===== src/rtl/io_bus_arbiter.sv =====
`default_nettype none
// ============================================================================
// Module   : io_bus_arbiter
// Brief    : Shares one IODevices port among NUM_REQ requesters, one 3-cycle
//            transaction at a time (IDLE -> ACCESS -> RESP). Round-robin by
//            default; define IO_ARB_FIXED_PRIO_EN for fixed lowest-index priority.
// Revision : 1.0 - initial release
// ============================================================================
module io_bus_arbiter #(
    parameter int NUM_REQ = 2,
    parameter int DATA_W  = 32,
    parameter int ID_W    = 8
) (
    input  logic                      clk,
    input  logic                      reset_n,
    input  logic [NUM_REQ-1:0]        req_valid,
    output logic [NUM_REQ-1:0]        req_ready,
    input  logic [NUM_REQ-1:0]        req_write,
    input  logic [NUM_REQ*ID_W-1:0]   req_device_id,
    input  logic [NUM_REQ*DATA_W-1:0] req_value,
    output logic [NUM_REQ-1:0]        rsp_valid,
    output logic [DATA_W-1:0]         rsp_value,
    output logic [ID_W-1:0]           io_device_id,
    output logic [DATA_W-1:0]         io_value_in,
    output logic                      io_is_write,
    input  logic [DATA_W-1:0]         io_value_out,
    output logic                      busy
);
    localparam int         c_IDX_W     = (NUM_REQ > 2) ? 2 : 1;
    localparam logic [1:0] c_ST_IDLE   = 2'd0;
    localparam logic [1:0] c_ST_ACCESS = 2'd1;
    localparam logic [1:0] c_ST_RESP   = 2'd2;

    logic [1:0]         r_state;
    logic [1:0]         w_next_state;
    logic [c_IDX_W-1:0] r_winner;
    logic [c_IDX_W-1:0] w_start;
    logic [c_IDX_W-1:0] w_win;
    logic [NUM_REQ-1:0] w_onehot;
    logic               w_any;
    logic               w_accept;
    logic               w_sel_write;
    logic [ID_W-1:0]    w_sel_id;
    logic [DATA_W-1:0]  w_sel_value;
    logic [DATA_W-1:0]  r_rsp_data;

`ifdef IO_ARB_FIXED_PRIO_EN
    assign w_start = '0;
`else
    logic [c_IDX_W-1:0] r_rr_ptr;

    always_ff @(posedge clk) begin
        if (!reset_n) begin
            r_rr_ptr <= '0;
        end else if (w_accept) begin
            r_rr_ptr <= (w_win == c_IDX_W'(NUM_REQ - 1)) ? '0 : w_win + 1'b1;
        end
    end

    assign w_start = r_rr_ptr;
`endif

    // Offsets are scanned from farthest to nearest so the requester closest
    // to the search start is the last (winning) assignment.
    always_comb begin
        w_any       = 1'b0;
        w_win       = '0;
        w_onehot    = '0;
        w_sel_write = 1'b0;
        w_sel_id    = '0;
        w_sel_value = '0;
        for (int off = NUM_REQ - 1; off >= 0; off--) begin
            for (int j = 0; j < NUM_REQ; j++) begin
                if (req_valid[j] && (j == (int'(w_start) + off) % NUM_REQ)) begin
                    w_any       = 1'b1;
                    w_win       = c_IDX_W'(j);
                    w_onehot    = '0;
                    w_onehot[j] = 1'b1;
                    w_sel_write = req_write[j];
                    w_sel_id    = req_device_id[j*ID_W +: ID_W];
                    w_sel_value = req_value[j*DATA_W +: DATA_W];
                end
            end
        end
    end

    assign w_accept = reset_n && (r_state == c_ST_IDLE) && w_any;

    always_ff @(posedge clk) begin
        if (!reset_n) begin
            r_state <= c_ST_IDLE;
        end else begin
            r_state <= w_next_state;
        end
    end

    always_comb begin
        w_next_state = c_ST_IDLE;
        case (r_state)
            c_ST_IDLE:   w_next_state = w_any ? c_ST_ACCESS : c_ST_IDLE;
            c_ST_ACCESS: w_next_state = c_ST_RESP;
            c_ST_RESP:   w_next_state = c_ST_IDLE;
            default:     w_next_state = c_ST_IDLE;
        endcase
    end

    // io_is_write doubles as the latched write flag during ACCESS.
    always_ff @(posedge clk) begin
        if (!reset_n) begin
            r_winner     <= '0;
            r_rsp_data   <= '0;
            io_device_id <= '0;
            io_value_in  <= '0;
            io_is_write  <= 1'b0;
        end else if (w_accept) begin
            r_winner     <= w_win;
            io_device_id <= w_sel_id;
            io_value_in  <= w_sel_value;
            io_is_write  <= w_sel_write;
        end else if (r_state == c_ST_ACCESS) begin
            r_rsp_data   <= io_is_write ? '0 : io_value_out;
            io_is_write  <= 1'b0;
        end
    end

    always_comb begin
        req_ready = '0;
        rsp_valid = '0;
        rsp_value = '0;
        busy      = (r_state != c_ST_IDLE);
        if (reset_n && (r_state == c_ST_IDLE)) begin
            req_ready = w_onehot;
        end
        if (r_state == c_ST_RESP) begin
            for (int k = 0; k < NUM_REQ; k++) begin
                rsp_valid[k] = (r_winner == c_IDX_W'(k));
            end
            rsp_value = r_rsp_data;
        end
    end

endmodule
`default_nettype wire


===== config.mk =====
export PLATFORM = sky130hd
export DESIGN_NAME = io_bus_arbiter
export DESIGN_NICKNAME = d
export VERILOG_FILES = /design/src/rtl/io_bus_arbiter.sv
export SDC_FILE = /design/constraint.sdc
export NUM_CORES = 1
export LEC_CHECK = 0
export ABC_CLOCK_PERIOD_IN_PS = 2900
export BUFFER_PORTS_ARGS = -buffer_cell sky130_fd_sc_hd__buf_2
export CAP_MARGIN = 20
export CORE_ASPECT_RATIO = 1.4
export CORE_UTILIZATION = 45
export CTS_CLUSTER_DIAMETER = 30
export DETAILED_ROUTE_END_ITERATION = 10
export PLACE_DENSITY = 0.81
export SYNTH_ARGS = -nofsm -noshare
export SYNTH_HDL_FRONTEND = slang
export SYNTH_SLANG_ARGS = --single-unit
export TNS_END_PERCENT = 10

===== constraint.sdc =====
create_clock -name clk -period 2.9 [get_ports clk]
set_input_delay 0.29 -clock clk [delete_from_list [all_inputs] [get_ports clk]]
set_output_delay 0.29 -clock clk [all_outputs]
set_load 0.02 [all_outputs]

==> metrics <==
status finished, final reports clean; initial antenna violation count 0; Worst setup EP type output pin; vias per cell 5.155; sequential cell area 0.001541 mm^2; Syn Std Cell Area about 0.0033 mm^2; site row count 36; commonest cells after routing, fill and taps aside buf_2 (195), dfxtp_1 (77), nand2_1 (41), a32oi_1 (41), mux2i_1 (41); Setup Buffers After CTS 0; Final TNS setup 0 ps; clk_skew 9.562 ps; Core Box Area 0.007027 mm^2; grt ovf 0; worst setup path end rsp_value[26]; Worst Setup Start Kind flop; fin nets slightly above 600; clock slew at reported path FFs approximately 70 ps; DRT iter0 DRCs roughly 80; unrepaired setup endpoints after global routing false; DRT antenna net count 0; Worst Path Class, Setup flop to output pin; most common cell after layout, fill and taps aside buf_2; VDD IR max 343.0 uV; Critical R2R Capture io_value_in[4]; R2R setup slack 1410 ps; Worst EP arrival 1890 ps; WL per Instance 14.10 um; Seq cells post-synth just under 80; r2r startpoint r_state[0]; CTS tree yes; Synth area leaders dfxtp_1 (47%), mux2i_1 (12%), a32oi_1 (11%); area of the multi-input gates 0.001573 mm^2; Leak 2.367 nW; syn nets 437; # setup viols final 0; Die Ht 103.5 um; Die Wd 74.51 um; total wire length between 8 and 9 mm; Vias 3088; global-route wire length before repair 13.49 mm; relative slew slack 40.26%; Total GRT Usage 22.70%; Cell variety after synth 25; Post-CTS Resized 0; DIE AREA 0.007712 mm^2; Fmax achieved 458.0 MHz; Max-cap violations 0; H-tree depth 3; dpl hpwl roughly 6.0 mm; CP required around 2600 ps; vias in the first global route 3022; Final Util between 60% and 70%; pin count of the biggest net entering global routing 44; DRC viols 0; pwr/cell area about 580 mW/mm^2; routability cong. 0.8130; post-synthesis sequential area ratio 46.54%; largest area contributor in the netlist dfxtp_1; Synth top area share 46.54%; Register-to-Register Path Depth 4; clk buf depth 2; layout cell share with drive strength beyond 1 44.44%; synth warn 0; TritonCTS buffer count 9; worst min-delay path class input pin to flop; I/O pins ~200; Initial Utilization a little under half; minimum clock period approximately 2200 ps; Antenna diodes 0; Final Cycle Share between 70% and 80%; Post-Syn Instances 319; CTS sink count 77; final hold violation count 0; Synth-to-Final Area Change 36.19%; Synth Area per Inst 10.38 um^2; Final Max Slew Viols 0; worst setup path start r_state[1]; Worst Max-Slew Pin Slew about 890 ps; clock root cell clkbuf_8; crit-path max FO 34; filler cell count 600; hold_buf cts 0; Worst-Skew Late Latency 350 ps; DR pass1 iterations 5; Buffers on Ports 195
==> per-stage QoR <==
step	instances	hold WS (ps)	power [W]	area (um^2)	setup WS [ps]
global placement	583	442.0	0.001702	4285	1127
detailed placement	583	447.9	0.001717	4285	1056
CTS	599	127.3	0.002624	4511	640.8
finish	599	152.4	0.002598	4511	716.8
global route	599	134.9	0.002715	4511	536.9
floorplan	319	415.5	0.001533	3312	1319
==> flip-flops by register name, summed over array words and instances (netlist names) <==
signal	count
io_value_in	32
r_rsp_data	32
io_device_id	8
r_state	2
io_is_write	1
r_rr_ptr	1
r_winner	1
==> worst min path at each step <==
stage / startpoint / to / slack [ps] / cells past startpoint
detailed placement: io_value_in[3] / io_value_in[3] / 450 / 2
global placement: io_value_in[18] / io_value_in[18] / 440 / 2
floorplan: io_value_out[13] / r_rsp_data[13] / 420 / 1
finish: io_value_out[21] / r_rsp_data[21] / 150 / 2
CTS: io_value_out[21] / r_rsp_data[21] / 130 / 2
global route: io_value_out[21] / r_rsp_data[21] / 130 / 2
==> layer usage <==
metal  vias to the layer above  GRT usage, %  wire, um
met3                        18         7.588       570
li1                       1534             -         -
met4                         0         10.38       216
met1                      1393         24.43      3499
met5                         -             0         0
met2                       143         38.74      4158
==> final cells by class <==
cell class	count	area share (%)
multi-input cells	206	34.87
flip-flops and latches	77	34.17
repair buffers	202	23.08
clock buffers	12	3.440
well taps	95	2.635
clock inverters	4	1.553
inverters	3	0.2497
==> worst max-delay path, stage by stage (launching register included) <==
cell	delay, ps
dfxtp_1	390
nor2b_2	760
and2_1	230
buf_2	160
==> kinds of logic after synthesis <==
group                  share of synthesized area [%]
DFF                                            46.54
buffers and inverters                          6.725
and+or+nand+nor                                13.45
muxes                                          12.39
AOI/OAI and AO/OA                              20.89
==> cells in the mapped netlist, drive strengths merged <==
cell	n
a21bo	1
nor3	2
nor2	2
nand3	2
a21boi	1
o211ai	1
a32oi	41
a21oi	2
nand2b	2
a311oi	1
dfxtp	77
buf	22
and2	34
clkbuf	11
and3	1
mux2i	41
nand2	41
inv	3
nor2b	2
a22o	32
==> power by group <==
group | internal (W) | total, W | leakage [nW] | switching (W)
Combinational | 0.000212 | 0.000497 | 1.62 | 0.000286
Sequential | 0.00115 | 0.00120 | 0.631 | 0.0000470
Clock | 0.000529 | 0.000906 | 0.116 | 0.000376
No activity file was read; power rests on OpenSTA's default activity.
